**src/rtl/mac_arbiter.sv**
```systemverilog
`default_nettype none
// ============================================================================
// Module   : mac_arbiter
// Purpose  : Two-requester round-robin arbiter in front of a single shared MAC
//            engine. The granted requester streams operand beats into the MAC.
//            The arbiter then issues a read pulse, waits RES_LAT cycles and
//            returns the result (plus a sticky burst error) on the requester's
//            response channel.
// Ports    : clk, rst_n                    - clock, async active-low reset
//            rqN_valid/ready/a/b/mode/last - operand beat channel, N = 0,1
//            rsN_valid/ready/data/err      - result channel, N = 0,1
//            mac_a/b/en/vld/rd/mode/cfg    - registered MAC control/data out
//            mac_c, mac_error              - MAC result inputs
//            busy                          - arbiter is not idle
//            grant                         - current (or last) owner index
// Revision : 1.0 - initial release
// ============================================================================
module mac_arbiter #(
  parameter int RES_LAT   = 2,
  parameter int MAX_BURST = 64
) (
  input  logic        clk,
  input  logic        rst_n,
  input  logic        rq0_valid,
  output logic        rq0_ready,
  input  logic [15:0] rq0_a,
  input  logic [15:0] rq0_b,
  input  logic        rq0_mode,
  input  logic        rq0_last,
  input  logic        rq1_valid,
  output logic        rq1_ready,
  input  logic [15:0] rq1_a,
  input  logic [15:0] rq1_b,
  input  logic        rq1_mode,
  input  logic        rq1_last,
  output logic        rs0_valid,
  input  logic        rs0_ready,
  output logic [15:0] rs0_data,
  output logic        rs0_err,
  output logic        rs1_valid,
  input  logic        rs1_ready,
  output logic [15:0] rs1_data,
  output logic        rs1_err,
  output logic [15:0] mac_a,
  output logic [15:0] mac_b,
  output logic        mac_en,
  output logic        mac_vld,
  output logic        mac_rd,
  output logic        mac_mode,
  output logic        mac_cfg,
  input  logic [15:0] mac_c,
  input  logic        mac_error,
  output logic        busy,
  output logic        grant
);

  localparam int              c_BW        = $clog2(MAX_BURST);
  localparam logic [c_BW-1:0] c_BEAT_LAST = c_BW'(MAX_BURST - 1);
  localparam logic [c_BW-1:0] c_BEAT_ONE  = c_BW'(1);
  localparam logic [3:0]      c_LAT       = 4'(RES_LAT);

  localparam logic [2:0] c_IDLE   = 3'd0;
  localparam logic [2:0] c_CFG    = 3'd1;
  localparam logic [2:0] c_STREAM = 3'd2;
  localparam logic [2:0] c_READ   = 3'd3;
  localparam logic [2:0] c_WAIT   = 3'd4;
  localparam logic [2:0] c_RESP   = 3'd5;

  logic [2:0]      r_state;
  logic [2:0]      w_next;

  logic            r_grant;
  logic            r_prio;       // requester favoured on the next tie
  logic            r_err;        // sticky burst error
  logic [c_BW-1:0] r_beat;
  logic [3:0]      r_lat;

  logic            r_rq0_ready, r_rq1_ready;
  logic            r_mac_cfg, r_mac_en, r_mac_rd, r_mac_vld, r_mac_mode;
  logic [15:0]     r_mac_a, r_mac_b;
  logic            r_rs0_valid, r_rs1_valid;
  logic [15:0]     r_rs0_data, r_rs1_data;
  logic            r_rs0_err, r_rs1_err;

  logic            w_rq0_ready_d, w_rq1_ready_d;
  logic            w_mac_cfg_d, w_mac_en_d, w_mac_rd_d;
  logic            w_rs0_valid_d, w_rs1_valid_d;

  logic            w_req_any, w_gnt_sel;
  logic            w_g_valid, w_g_ready, w_g_mode, w_g_last, w_rs_ready;
  logic [15:0]     w_g_a, w_g_b;
  logic            w_accept, w_cap_full, w_burst_end, w_sample, w_resp_done;

  // Arbitration: a lone requester always wins; on a tie the pointer decides.
  assign w_req_any = rq0_valid | rq1_valid;
  assign w_gnt_sel = (rq0_valid & rq1_valid) ? r_prio : rq1_valid;

  // Granted-requester views
  assign w_g_valid  = r_grant ? rq1_valid   : rq0_valid;
  assign w_g_ready  = r_grant ? r_rq1_ready : r_rq0_ready;
  assign w_g_mode   = r_grant ? rq1_mode    : rq0_mode;
  assign w_g_last   = r_grant ? rq1_last    : rq0_last;
  assign w_g_a      = r_grant ? rq1_a       : rq0_a;
  assign w_g_b      = r_grant ? rq1_b       : rq0_b;
  assign w_rs_ready = r_grant ? rs1_ready   : rs0_ready;

  // Ready is only ever registered high in STREAM, so this is the handshake.
  assign w_accept    = w_g_valid & w_g_ready;
  // The MAX_BURST-th beat closes the burst even without last.
  assign w_cap_full  = (r_beat == c_BEAT_LAST);
  assign w_burst_end = w_accept & (w_g_last | w_cap_full);
  assign w_sample    = (r_state == c_WAIT) & (r_lat == c_LAT);
  assign w_resp_done = (r_state == c_RESP) & w_rs_ready;

  // FSM: state register
  always_ff @(posedge clk or negedge rst_n) begin
    if (!rst_n) r_state <= c_IDLE;
    else        r_state <= w_next;
  end

  // FSM: next-state logic
  always_comb begin
    w_next = r_state;
    case (r_state)
      c_IDLE:   if (w_req_any)   w_next = c_CFG;
      c_CFG:                     w_next = c_STREAM;
      c_STREAM: if (w_burst_end) w_next = c_READ;
      c_READ:                    w_next = c_WAIT;
      c_WAIT:   if (w_sample)    w_next = c_RESP;
      c_RESP:   if (w_resp_done) w_next = c_IDLE;
      default:                   w_next = c_IDLE;
    endcase
  end

  // FSM: output logic. Control outputs are registered from the next state so
  // they line up with the state they describe.
  always_comb begin
    w_rq0_ready_d = (w_next == c_STREAM) & ~r_grant;
    w_rq1_ready_d = (w_next == c_STREAM) &  r_grant;
    w_mac_cfg_d   = (w_next == c_CFG);
    // Held through the WAIT cycle that samples the result.
    w_mac_en_d    = (w_next == c_STREAM) | (w_next == c_READ) | (w_next == c_WAIT);
    w_mac_rd_d    = (r_state == c_READ);
    w_rs0_valid_d = (w_next == c_RESP) & ~r_grant;
    w_rs1_valid_d = (w_next == c_RESP) &  r_grant;
  end

  always_ff @(posedge clk or negedge rst_n) begin
    if (!rst_n) begin
      r_rq0_ready <= 1'b0;
      r_rq1_ready <= 1'b0;
      r_mac_cfg   <= 1'b0;
      r_mac_en    <= 1'b0;
      r_mac_rd    <= 1'b0;
      r_rs0_valid <= 1'b0;
      r_rs1_valid <= 1'b0;
    end else begin
      r_rq0_ready <= w_rq0_ready_d;
      r_rq1_ready <= w_rq1_ready_d;
      r_mac_cfg   <= w_mac_cfg_d;
      r_mac_en    <= w_mac_en_d;
      r_mac_rd    <= w_mac_rd_d;
      r_rs0_valid <= w_rs0_valid_d;
      r_rs1_valid <= w_rs1_valid_d;
    end
  end

  // Datapath, grant bookkeeping, counters and error flag
  always_ff @(posedge clk or negedge rst_n) begin
    if (!rst_n) begin
      r_grant    <= 1'b0;
      r_prio     <= 1'b0;
      r_mac_mode <= 1'b0;
      r_mac_a    <= 16'd0;
      r_mac_b    <= 16'd0;
      r_mac_vld  <= 1'b0;
      r_beat     <= '0;
      r_lat      <= 4'd0;
      r_err      <= 1'b0;
      r_rs0_data <= 16'd0;
      r_rs0_err  <= 1'b0;
      r_rs1_data <= 16'd0;
      r_rs1_err  <= 1'b0;
    end else begin
      r_mac_vld <= w_accept;

      if ((r_state == c_IDLE) && w_req_any) begin
        r_grant    <= w_gnt_sel;
        r_prio     <= ~w_gnt_sel;
        r_mac_mode <= w_gnt_sel ? rq1_mode : rq0_mode;
        r_err      <= 1'b0;
        r_beat     <= '0;
      end

      if (w_accept) begin
        r_mac_a <= w_g_a;
        r_mac_b <= w_g_b;
        // Mode mismatches are still issued; they only taint the response.
        if ((w_g_mode != r_mac_mode) || (w_cap_full && !w_g_last))
          r_err <= 1'b1;
        r_beat <= w_burst_end ? '0 : (r_beat + c_BEAT_ONE);
      end

      if (r_state == c_READ)
        r_lat <= 4'd0;
      else if ((r_state == c_WAIT) && !w_sample)
        r_lat <= r_lat + 4'd1;

      if (w_sample) begin
        if (r_grant) begin
          r_rs1_data <= mac_c;
          r_rs1_err  <= mac_error | r_err;
        end else begin
          r_rs0_data <= mac_c;
          r_rs0_err  <= mac_error | r_err;
        end
      end
    end
  end

  assign rq0_ready = r_rq0_ready;
  assign rq1_ready = r_rq1_ready;
  assign rs0_valid = r_rs0_valid;
  assign rs1_valid = r_rs1_valid;
  assign rs0_data  = r_rs0_data;
  assign rs1_data  = r_rs1_data;
  assign rs0_err   = r_rs0_err;
  assign rs1_err   = r_rs1_err;
  assign mac_a     = r_mac_a;
  assign mac_b     = r_mac_b;
  assign mac_en    = r_mac_en;
  assign mac_vld   = r_mac_vld;
  assign mac_rd    = r_mac_rd;
  assign mac_mode  = r_mac_mode;
  assign mac_cfg   = r_mac_cfg;
  assign busy      = (r_state != c_IDLE);
  assign grant     = r_grant;

endmodule
`default_nettype wire

```
**config.mk**
```make
export PLATFORM = sky130hd
export DESIGN_NAME = mac_arbiter
export DESIGN_NICKNAME = d
export VERILOG_FILES = /design/src/rtl/mac_arbiter.sv
export SDC_FILE = /design/constraint.sdc
export NUM_CORES = 1
export LEC_CHECK = 0
export ABC_CLOCK_PERIOD_IN_PS = 2150
export BUFFER_PORTS_ARGS = -buffer_cell sky130_fd_sc_hd__clkbuf_2
export CORE_MARGIN = 3
export CORE_UTILIZATION = 48
export CTS_CLUSTER_SIZE = 28
export DETAILED_ROUTE_END_ITERATION = 8
export PLACE_DENSITY = 0.79
export SETUP_SLACK_MARGIN = 0.2
export SLEW_MARGIN = 30
export SYNTH_ARGS = -nofsm -noshare
export SYNTH_HDL_FRONTEND = slang
export SYNTH_SLANG_ARGS = --single-unit
```
**constraint.sdc**
```tcl
create_clock -name clk -period 2.15 [get_ports clk]
set_input_delay 0.215 -clock clk [delete_from_list [all_inputs] [get_ports clk]]
set_output_delay 0.215 -clock clk [all_outputs]
set_load 0.01 [all_outputs]
```
# --- Word level (Yosys, flattened, before mapping) ---
# Cells that the tools add are included.
totals:
  register_bits: 91
  latchBits: 0
  mem_bits_rw: 0
  romBits: 0
  input_bits: 91
  out_inout_bits: 77
  mem_count: 0
classes:
  add_sub_neg: 2
  mul: 0
  div_mod_pow: 0
  order_cmp: 0
  n_eq_ne: 13
  n_shift: 0
  muxes: 22
  bitwise: 16
  n_reduce_logical: 12
ops:
  columns: ["operator", "n"]
  rows:
  - ["2-to-1 mux 16 bit", 2]
  - ["2-to-1 mux 6 bit", 3]
  - ["one-hot mux 3 bit (6 select lines)", 1]
  - ["equality test 3 x 2 -> 1 bit, second input constant", 4]
  - ["equality test 3 bit, second input constant", 4]
  - ["2-to-1 mux 3 bit", 4]
  - ["2-to-1 mux 1 bit", 10]
  - ["AND 1 bit", 9]
  - ["2-to-1 mux 4 bit", 2]
  - ["adder 6 x 1 -> 6 bit, second input constant", 1]
  - ["equality test 3 x 1 -> 1 bit, second input constant", 2]
  - ["equality test 6 bit, second input constant", 1]
  - ["OR 1 bit", 5]
  - ["adder 4 x 1 -> 4 bit, second input constant", 1]
  - ["equality test 4 x 2 -> 1 bit, second input constant", 1]
  - ["AND reduction 2 bit", 2]
  - ["nonzero test 2 bit", 2]
  - ["logical AND 1 bit", 3]
  - ["logical NOT 3 bit", 1]
  - ["nonzero test 3 bit", 1]
  - ["logical NOT 1 bit", 2]
  - ["inverter 1 bit", 2]
  - ["logical OR 1 bit", 1]
  - ["inequality test 1 bit", 1]

# --- Depth between registers and ports, before layout ---
# Gate-level depths: netlist (run 1).
depth:
  word_depth: 8
  depth_mapped: 7
  depth_no_buf: 6

# --- Worst setup path before layout (run 1) ---
# No wires, ideal clock.
synth_path:
  path_type: "register to register"
  from: "register r_lat[0]"
  to: "register r_rs0_data[10], in the netlist rs0_data[10]"
  arrival_ps: 1645
  required_time_ps: 2025
  path_slack_ps: 380
  path_stages_with_launch: 8
  path_buffers: 1
  path_cell_list: "dfrtp_1 > inv_1 > ha_1 > nor3b_4 > nand2_4 > nor2_8 > buf_12 > mux2_4"
synth_via:
  elab_chain_cells: 3
synth_rtl:
  columns: ["item", "line_no", "text"]
  rows:
  - ["start: declaration", "76", "logic [3:0] r_lat;"]
  - ["start signal: assignment", "207", "r_lat <= r_lat + 4'd1;"]
  - ["equality test 4 x 2 -> 1 bit", "112", "assign w_sample = (r_state == c_WAIT) & (r_lat == c_LAT);"]
  - ["AND 1 bit", "112", null]
  - ["AND reduction 2 bit (no line)", null, null]
  - ["end signal: assignment", "214", "r_rs0_data <= mac_c;"]
  - ["end: declaration", "82", "logic [15:0] r_rs0_data, r_rs1_data;"]
# Every way passes these cells.
# A chain may end at the register's enable or synchronous reset.

# --- Final worst setup path (run 1) ---
layout_path:
  from: "register r_lat[0]"
  to: "register r_rs0_err, in the netlist rs0_err"
layout_via:
  elab_chain_cells: 3
layout_rtl:
  columns: ["item", "line_no", "text"]
  rows:
  - ["equality test 4 x 2 -> 1 bit", "112", null]
  - ["AND 1 bit", "112", null]
  - ["AND reduction 2 bit (no line)", null, null]
  - ["end signal: assignment", "215", "r_rs0_err <= mac_error | r_err;"]
  - ["end: declaration", "83", "logic r_rs0_err, r_rs1_err;"]
# Every way passes these cells.

==> impl_metrics.toml, run 1 <==
[timing]
hold_viol = 0
max_freq_ghz = 0.5333
final-setup-viol-count = 0
min_period_over_period = 0.8721
fin_skew_ns = 0.008442
rsz0062_at_grt = "false"
slew_violations = 0
fin_setup_tns_ns = 0
worst_slew_pin_slew_ns = 0.5708
slew_headroom = 0.6172
period_minus_slack_ns = 1.875
layout_setup_ws_ns = 0.2749

[synth]
ys.flop_type = "dfrtp_1"
async_flop_share = 1.000
yosys_warnings = 0
seq_area_frac_synth = 0.5590
avgSynthCellArea_um2 = 12.54
synth_cell_type_count = 46
netlist_area_um2 = 4074
synth.area.top_cells = "dfrtp_1 56%, mux2i_1 8.8%, mux2_4 7.4%, a21oi_1 4.3%, mux2_2 4.1%"
syn-num-nets = 419
synth_commonest_cells = "91 x dfrtp_1, 41 x nor2_1, 36 x mux2i_1"
ys_ff_latch = 91
syn_inst = 325
yosys.area.top_type = "dfrtp_1"
synth_edf_count = 0
synth_most_common_cell = "dfrtp_1"
synth_top_area_frac = 0.5590

[power_and_ir_drop]
pwr-share-comb = 0.407
p_sw_w = 0.002599
p_sw_frac = 0.3831
p_total_w = 0.006786
p_leak_nw = 2.704
seqPwrFrac = 0.428
power_density_nw_per_um2 = 1298
power_frac_clock = 0.166
internal-power_w = 0.004187
vdd_drop_max_mv = 0.5097

[clocking]
cts_sinks = 91
cts_tree = "yes"
clk_latency_ns = 0.36
clkTransAtPathRegs_ns = 0.10
htree_levels = 3
max-clock-path-buffers = 2
numCtsBuffers = 9
root_buffer = "clkbuf_8"

[setup_path]
start_kind = "flop"
critPathLaunch = "r_lat[0]"
cp_max_fo = 15
reg2reg_to = "rs0_err"
cp.arrival_ns = 2.13
required_ns = 2.40
rrSetupSlack_ns = 0.27
r2r-start = "r_lat[0]"
endpoint = "rs0_err"
critical_path_class = "flop to flop"
crit_path_end_kind = "flop"
rr_worst_depth = 7

[run_status]
status = "finished, final reports clean"

[global_route]
grt_pass1_vias = 3136
grt-ovfl-total = 0
grt_pass1_wl_um = 15440
track_usage = 0.1990
antenna_found_initial = 0
grt_max_degree = 66

[layout]
drive_gt1_frac = 0.4711
antenna_cells = 0
area_delta_synth_final_pct = 28.29
fin_nets = 590

[routing]
drt-total-wl_um = 9383
drc = 0
via_count = 3099
first_iter_violations = 88
ant_nets = 0
via_per_inst = 5.139
avgRoutedWirePerCell_um = 15.56
drt-pass1-iter-count = 4

[placement]
io_buffers = 167
pre_cts_ws_ns = 0.1532
routabilityCongestion = 0.8435
dp_hpwl_um = 7029

[job]
maxCapViolations = 0

[die]
core_region_area_um2 = 7968
io_pins = 168
initial_core_util = 0.5113
die_x_um = 98.13
die-area_um2 = 9629
die_h_um = 98.13
row_count = 32

[min_path]
hp-class = "primary input to flop"
==> sequential cells by signal, indices dropped and copies added (netlist names), 3 cells and up <==
register / flops
r_state: 3
mac_a: 16
mac_b: 16
rs0_data: 16
r_beat: 6
r_lat: 4
rs1_data: 16
==> critical path: stages, from the launching register on <==
cell and delay (ns):
dfrtp_1 0.41, inv_1 0.07, ha_1 0.15, nor3b_4 0.32
nand2_4 0.13, nor2_8 0.16, buf_12 0.17, mux2_2 0.34
==> power groups by stage <==
| stage | clock network, W | registers (W) | logic (W) |
|---|---|---|---|
| after floorplan | 0 | 0.00308 | 0.00152 |
| after detailed placement | 0 | 0.00292 | 0.00277 |
| after CTS | 0.00115 | 0.00290 | 0.00280 |
| after global placement | 0 | 0.00289 | 0.00267 |
| final | 0.00112 | 0.00290 | 0.00276 |
| after global routing | 0.00123 | 0.00300 | 0.00305 |
==> what timing repair did <==
item                                    4_1_cts  5_1_grt
pin swaps                                     1        0
resized for setup                             0        0
buffers inserted                              3        1
endpoints found under the hold margin        44        0
endpoints found under the setup margin       17        5
hold buffers                                  1        0
==> how the worst min path moves through the flow <==
stage / start / endpoint / slack, ns / cells past startpoint
2_1_floorplan: rst_n / grant / -0.08 / 0
3_3_place_gp: rst_n / rs1_data[3] / 0.24 / 1
3_5_place_dp: rst_n / rs1_data[3] / 0.25 / 1
4_1_cts: mac_c[8] / rs1_data[8] / 0.08 / 2
5_1_grt: mac_c[8] / rs0_data[8] / 0.07 / 2
6_report: mac_c[8] / rs0_data[8] / 0.09 / 2
==> metal layers <==
layer	share of wire	GRT usage	routed length (µm)	vias to the layer above
li1	-	-	-	1491
met1	0.43	0.2703	4018	1457
met2	0.47	0.3147	4439	140
met3	0.085	0.04857	796	11
met4	0.014	0.06709	129	0
met5	0	0	0	-
==> per-stage QoR <==
stage / util / cell area [µm²] / hold slack, ns / cells
finish: 0.6559 / 5226 / 0.09274 / 603
global route: 0.6559 / 5226 / 0.07493 / 603
CTS: 0.6550 / 5219 / 0.08349 / 602
detailed placement: 0.6255 / 4984 / 0.2463 / 582
global placement: 0.6255 / 4984 / 0.2400 / 582
floorplan: - / 4074 / -0.08059 / 325
==> cell families (layout without fill, tap and decap cells) <==
logic type	count (synthesis)	after routing	share of synthesized area
adder cells (fa/ha/maj)	3	3	0.009215
XOR/XNOR	6	6	0.01290
buffers and inverters	21	197	0.03286
flip-flops	91	91	0.5590
AO/OA/AOI/OAI	55	55	0.08139
multiplexers	71	71	0.2036
AND/OR/NAND/NOR	78	78	0.1011
==> cells in the final DEF, fill, tap and decap left out, types with 2 or more instances in the layout <==
cell type	n
mux2i_1	36
ha_1	3
a21oi_1	35
nor2_1	41
dfrtp_1	90
xor2_1	2
inv_8	2
xnor2_1	4
nand3_1	8
inv_6	2
mux2_4	20
clkbuf_8	9
buf_12	3
inv_1	5
clkbuf_2	166
buf_4	6
nand2_1	9
nor3b_4	2
nand4_1	2
o21ai_0	4
mux2_2	15
a21boi_0	2
a31oi_1	4
and3_1	3
clkinv_4	3
==> layout make-up <==
cell class	count	area [µm²]
inverters	5	18.77
well taps	102	127.6
multi-input cells	213	1665
repair buffers	176	945.9
fillers	615	2741
flip-flops and latches	91	2278
clock buffers	9	123.9
clock inverters	7	66.31
(Power assumes the default switching activity.)
==> run 2, diff against run 1 <==
--- a/config.mk
+++ b/config.mk
@@ -7,6 +7,7 @@
 export LEC_CHECK = 0
 export ABC_CLOCK_PERIOD_IN_PS = 2150
 export BUFFER_PORTS_ARGS = -buffer_cell sky130_fd_sc_hd__clkbuf_2
+export CORE_ASPECT_RATIO = 2
 export CORE_MARGIN = 3
 export CORE_UTILIZATION = 48
 export CTS_CLUSTER_SIZE = 28
==> run 2 against run 1 <==
First-iteration DRC count increased by 85%; global-route usage decreased by 0.91 points; power increased by 7.1%; sequential share of layout area shrank 0.99 points; hold slack gained 0.026 ns; non-clock buffer count rose by 1; clock skew about the same; final cell count shrank 0.50%; worst setup slack improved by 0.014 ns; via count grew 0.45%; sequential power barely moved; critical endpoint is now rs1_data[7]; flip-flop and latch count is the same.
==> impl_metrics.toml, run 2 (synthesis gave the netlist of run 1 again) <==
[run_status]
status = "finished, final reports clean"

[global_route]
antenna_found_initial = 0
grt-ovfl-total = 0
grt_max_degree = 66
track_usage = 0.1900
grt_pass1_vias = 3048
grt_pass1_wl_um = 14610

[die]
initial_core_util = 0.4913
row_count = 47
die-area_um2 = 9696
core_region_area_um2 = 8292
io_pins = 168
die_x_um = 71.15
die_h_um = 136.3

[layout]
multi_input_area_um2 = 1665
drive_gt1_frac = 0.4721
area_delta_synth_final_pct = 31.27
stdcell_count = 600
nFillCells = 618
regArea_um2 = 2278
antenna_cells = 0
fin_nets = 591
final_common_cell = "clkbuf_2"
stdcell_area_um2 = 5348
final_cell_mix = "166 x clkbuf_2, 90 x dfrtp_1, 41 x nor2_1"

[routing]
drt-total-wl_um = 8963
via_count = 3113
ant_nets = 0
drt-pass1-iter-count = 4
via_per_inst = 5.188
drc = 0
avgRoutedWirePerCell_um = 14.94
first_iter_violations = 163

[setup_path]
crit_path_end_kind = "flop"
r2r-start = "r_lat[0]"
cp_max_fo = 17
rr_worst_depth = 6
critical_path_class = "flop to flop"
reg2reg_to = "rs1_data[7]"
critPathLaunch = "r_lat[0]"
required_ns = 2.37
endpoint = "rs1_data[7]"
cp.arrival_ns = 2.08
start_kind = "flop"
rrSetupSlack_ns = 0.29

[job]
maxCapViolations = 0

[min_path]
hp-class = "primary input to flop"
hold_path_depth = 2

[clocking]
clk_latency_ns = 0.34
root_buffer = "clkbuf_16"
numCtsBuffers = 9
cts_tree = "yes"
cts_sinks = 91
htree_levels = 3
max-clock-path-buffers = 2
cts_resized = 0
clkTransAtPathRegs_ns = 0.07

[power_and_ir_drop]
power_density_nw_per_um2 = 1359
vdd_drop_max_mv = 0.6093
p_sw_w = 0.002593
p_sw_frac = 0.3569
p_leak_nw = 2.752
pwr-share-comb = 0.382
p_total_w = 0.007265
power_frac_clock = 0.223
seqPwrFrac = 0.395
internal-power_w = 0.004672

[timing]
timing.hold.ws_ns = 0.1189
min_period_over_period = 0.8656
slew_violations = 0
worst_slew_pin_slew_ns = 0.5799
final-setup-viol-count = 0
fin_setup_tns_ns = 0
rsz0062_at_grt = "true"
hold_viol = 0
period_minus_slack_ns = 1.861
slew_headroom = 0.6111
fin_skew_ns = 0.008050
max_freq_ghz = 0.5374

[placement]
io_buffers = 167
dpl-instance-area_um2 = 4994
routabilityCongestion = 0.8202
dp.cells = 580
dp_hpwl_um = 6735
## run 2: cell types whose count changed in the layout (fill, tap and decap cells not counted), sizes merged
cell | before | now
buf | 9 | 10
bufinv | 0 | 1
clkinv | 3 | 0
clkinvlp | 0 | 3
inv | 9 | 8
## run 2: timing repair
action / in CTS / in global routing
hold buffers: 1 / 0
gates cloned: 0 / 0
pin swaps: 1 / 0
hold endpoints to repair: 27 / 0
setup endpoints to repair: 7 / 17
setup buffers: 2 / 1
## run 2: power by group through the flow
stage | Sequential, W | Clock [W] | Combinational (W)
floorplan | 0.00308 | 0 | 0.00152
global placement | 0.00286 | 0 | 0.00272
detailed placement | 0.00289 | 0 | 0.00280
CTS | 0.00287 | 0.00166 | 0.00282
global route | 0.00296 | 0.00172 | 0.00308
finish | 0.00287 | 0.00162 | 0.00278
## run 2: worst min-delay path by stage
stage                   from            to  slack [ns]
finish              mac_c[4]   rs0_data[4]        0.12
global route        mac_c[2]   rs1_data[2]        0.12
CTS                 mac_c[2]   rs0_data[2]        0.11
detailed placement     rst_n  rs1_data[10]        0.16
global placement       rst_n   rs1_data[7]        0.15
floorplan              rst_n         grant       -0.08
## run 2: routing by layer
metal  up-vias  global-route usage  routed length (µm)
li1       1492                   -                   -
met4         0             0.07218                 139
met5         -                   0                   0
met1      1474              0.2291                3454
met3         9             0.04737                 633
met2       138              0.3222                4734
## run 2: critical path, cell delays in order (launching register included)
cell and delay [ns]:
dfrtp_1 0.42, inv_1 0.07, ha_1 0.14, nor3b_4 0.26, buf_4 0.19, nand3_4 0.26, mux2_4 0.39
## run 2: area by class of cell
| type | instances | share of cell area |
|---|---|---|
| Clock buffer | 9 | 0.04212 |
| Inverter | 5 | 0.003510 |
| Clock inverter | 7 | 0.01568 |
| Timing Repair Buffer | 177 | 0.1783 |
| Tap cell | 98 | 0.02293 |
| Multi-Input combinational cell | 213 | 0.3114 |
| Sequential cell | 91 | 0.4261 |
## run 2: per-stage QoR
step / setup WS (ns) / util
floorplan: 0.3797 / -
global placement: 0.2449 / 0.6022
detailed placement: 0.1797 / 0.6022
CTS: 0.2296 / 0.6440
global route: 0.1914 / 0.6449
finish: 0.2890 / 0.6449
==> run 3, diff against run 2 <==
--- a/config.mk
+++ b/config.mk
@@ -9,10 +9,10 @@
 export BUFFER_PORTS_ARGS = -buffer_cell sky130_fd_sc_hd__clkbuf_2
 export CORE_ASPECT_RATIO = 2
 export CORE_MARGIN = 3
-export CORE_UTILIZATION = 48
+export CORE_UTILIZATION = 44
 export CTS_CLUSTER_SIZE = 28
 export DETAILED_ROUTE_END_ITERATION = 8
-export PLACE_DENSITY = 0.79
+export PLACE_DENSITY = 0.73
 export SETUP_SLACK_MARGIN = 0.2
 export SLEW_MARGIN = 30
 export SYNTH_ARGS = -nofsm -noshare
==> run 3 against run 2 <==
Clock-buffer cell count did not move; via count fell by 1.3%; non-clock buffer count rose by 2; final cell count rose by 0.67%.
==> impl_metrics.toml, run 3 (synthesis gave the netlist of run 1 again) <==
[global_route]
track_usage = 0.1753
antenna_found_initial = 0
grt_pass1_wl_um = 14300
grt_pass1_vias = 3130
grt-ovfl-total = 0
grt_max_degree = 44

[timing]
final-setup-viol-count = 0
fin_skew_ns = 0.004669
slew_headroom = 0.6064
max_freq_ghz = 0.5405
min_period_over_period = 0.8605
period_minus_slack_ns = 1.850
rsz0062_at_grt = "false"
worst_slew_pin_slew_ns = 0.5869
slew_violations = 0
fin_setup_tns_ns = 0
hold_viol = 0

[power_and_ir_drop]
p_total_w = 0.007368
vdd_drop_max_mv = 0.8234
power_density_nw_per_um2 = 1371
p_leak_nw = 2.779

[setup_path]
slowest_stage = "dfrtp_1"
cp.arrival_ns = 2.07
rr_worst_depth = 8
r2r-start = "r_lat[0]"
critical_path_class = "flop to flop"
crit_chain = "inv_1 -> ha_1 -> nor3b_4 -> buf_4 -> nand2_4 -> nor2_8 -> buf_12 -> mux2_2"
max_stage_delay_ns = 0.43
required_ns = 2.37
cp_max_fo = 17
start_kind = "flop"
crit_path_end_kind = "flop"
reg2reg_to = "rs0_data[4]"
rrSetupSlack_ns = 0.30

[routing]
ant_nets = 0
wl_met2_um = 4559
via_count = 3071
drt-pass1-iter-count = 4
wl_met3_um = 808
first_iter_violations = 75
topRoutingLayerUsed = "met4"
avgRoutedWirePerCell_um = 14.71
via_per_inst = 5.084
drt-met1-wl_um = 3369
drt-total-wl_um = 8883
drc = 0

[die]
io_pins = 168
die_h_um = 142.1
die-area_um2 = 10520
core_region_area_um2 = 9012
die_x_um = 74.04
row_count = 49
initial_core_util = 0.4520

[placement]
dp.cells = 586
dp_hpwl_um = 7038
dpl-instance-area_um2 = 5001
io_buffers = 167
routabilityCongestion = 0.8841

[layout]
final_cell_mix = "166 x clkbuf_2, 90 x dfrtp_1, 41 x nor2_1"
area_delta_synth_final_pct = 31.94
drive_gt1_frac = 0.4721
final_common_cell = "clkbuf_2"
stdcell_area_um2 = 5375
fin_nets = 593
antenna_cells = 0
stdcell_count = 604

[min_path]
hp-class = "primary input to flop"
min-delay-start = "mac_c[10]"
hold_end = "rs0_data[10]"
hold_path_depth = 2

[clocking]
max-clock-path-buffers = 2
numCtsBuffers = 9
cts_tree = "yes"
cts_sinks = 91
clkTransAtPathRegs_ns = 0.06
clk_latency_ns = 0.33
root_buffer = "clkbuf_16"
htree_levels = 3

[run_status]
status = "finished, final reports clean"

[job]
maxCapViolations = 0
==> run 3: final cells by class <==
cell class	count	area, µm²
well taps	102	127.6
multi-input cells	213	1665
clock buffers	9	225.2
flip-flops and latches	91	2278
repair buffers	179	955.9
inverters	5	18.77
fillers	751	3637
clock inverters	5	103.9
==> run 3: per-stage QoR <==
| step | hold WS [ns] | utilization | setup WS [ns] |
|---|---|---|---|
| floorplan | -0.08059 | - | 0.3797 |
| global placement | 0.1893 | 0.5549 | 0.2380 |
| detailed placement | 0.1889 | 0.5549 | 0.1195 |
| CTS | 0.1179 | 0.5964 | 0.3002 |
| global route | 0.1186 | 0.5964 | 0.2100 |
| finish | 0.1310 | 0.5964 | 0.2998 |
==> run 3: power by group <==
group	switching, W	internal, W	leakage [nW]
Combinational	0.00144	0.00135	1.50
Clock	0.000605	0.00112	0.161
Sequential	0.000446	0.00240	1.11
Total	0.00249	0.00488	2.78
==> run 3: worst max-delay path by stage <==
stage,startpoint,to
final,r_lat[0],rs0_data[4]
after global placement,r_lat[0],rs0_data[15]
after detailed placement,r_lat[0],rs0_data[4]
after global routing,r_lat[0],rs0_data[4]
after floorplan,r_lat[0],rs0_data[10]
after CTS,r_lat[0],rs0_data[4]
==> run 3: layer usage <==
| metal | GRT usage | up-vias |
|---|---|---|
| met4 | 0.06590 | 0 |
| met2 | 0.3057 | 143 |
| met3 | 0.05658 | 12 |
| li1 | - | 1497 |
| met1 | 0.1932 | 1419 |
| met5 | 0 | - |
==> run 3: worst max-delay path, delay by kind of cell (launching register included) <==
kind | cells | cell delay [ns]
simple gates | 3 | 0.39
buf+inv | 3 | 0.42
fa+ha+maj | 1 | 0.15
mux | 1 | 0.34
flops | 1 | 0.43
==> run 3: timing repair <==
| action | 4_1_cts | 5_1_grt |
|---|---|---|
| hold endpoints to repair | 32 | 0 |
| setup endpoints to repair | 17 | 0 |
| hold buffers | 1 | 0 |
| resized for setup | 0 | 0 |
| buffers inserted | 3 | 0 |
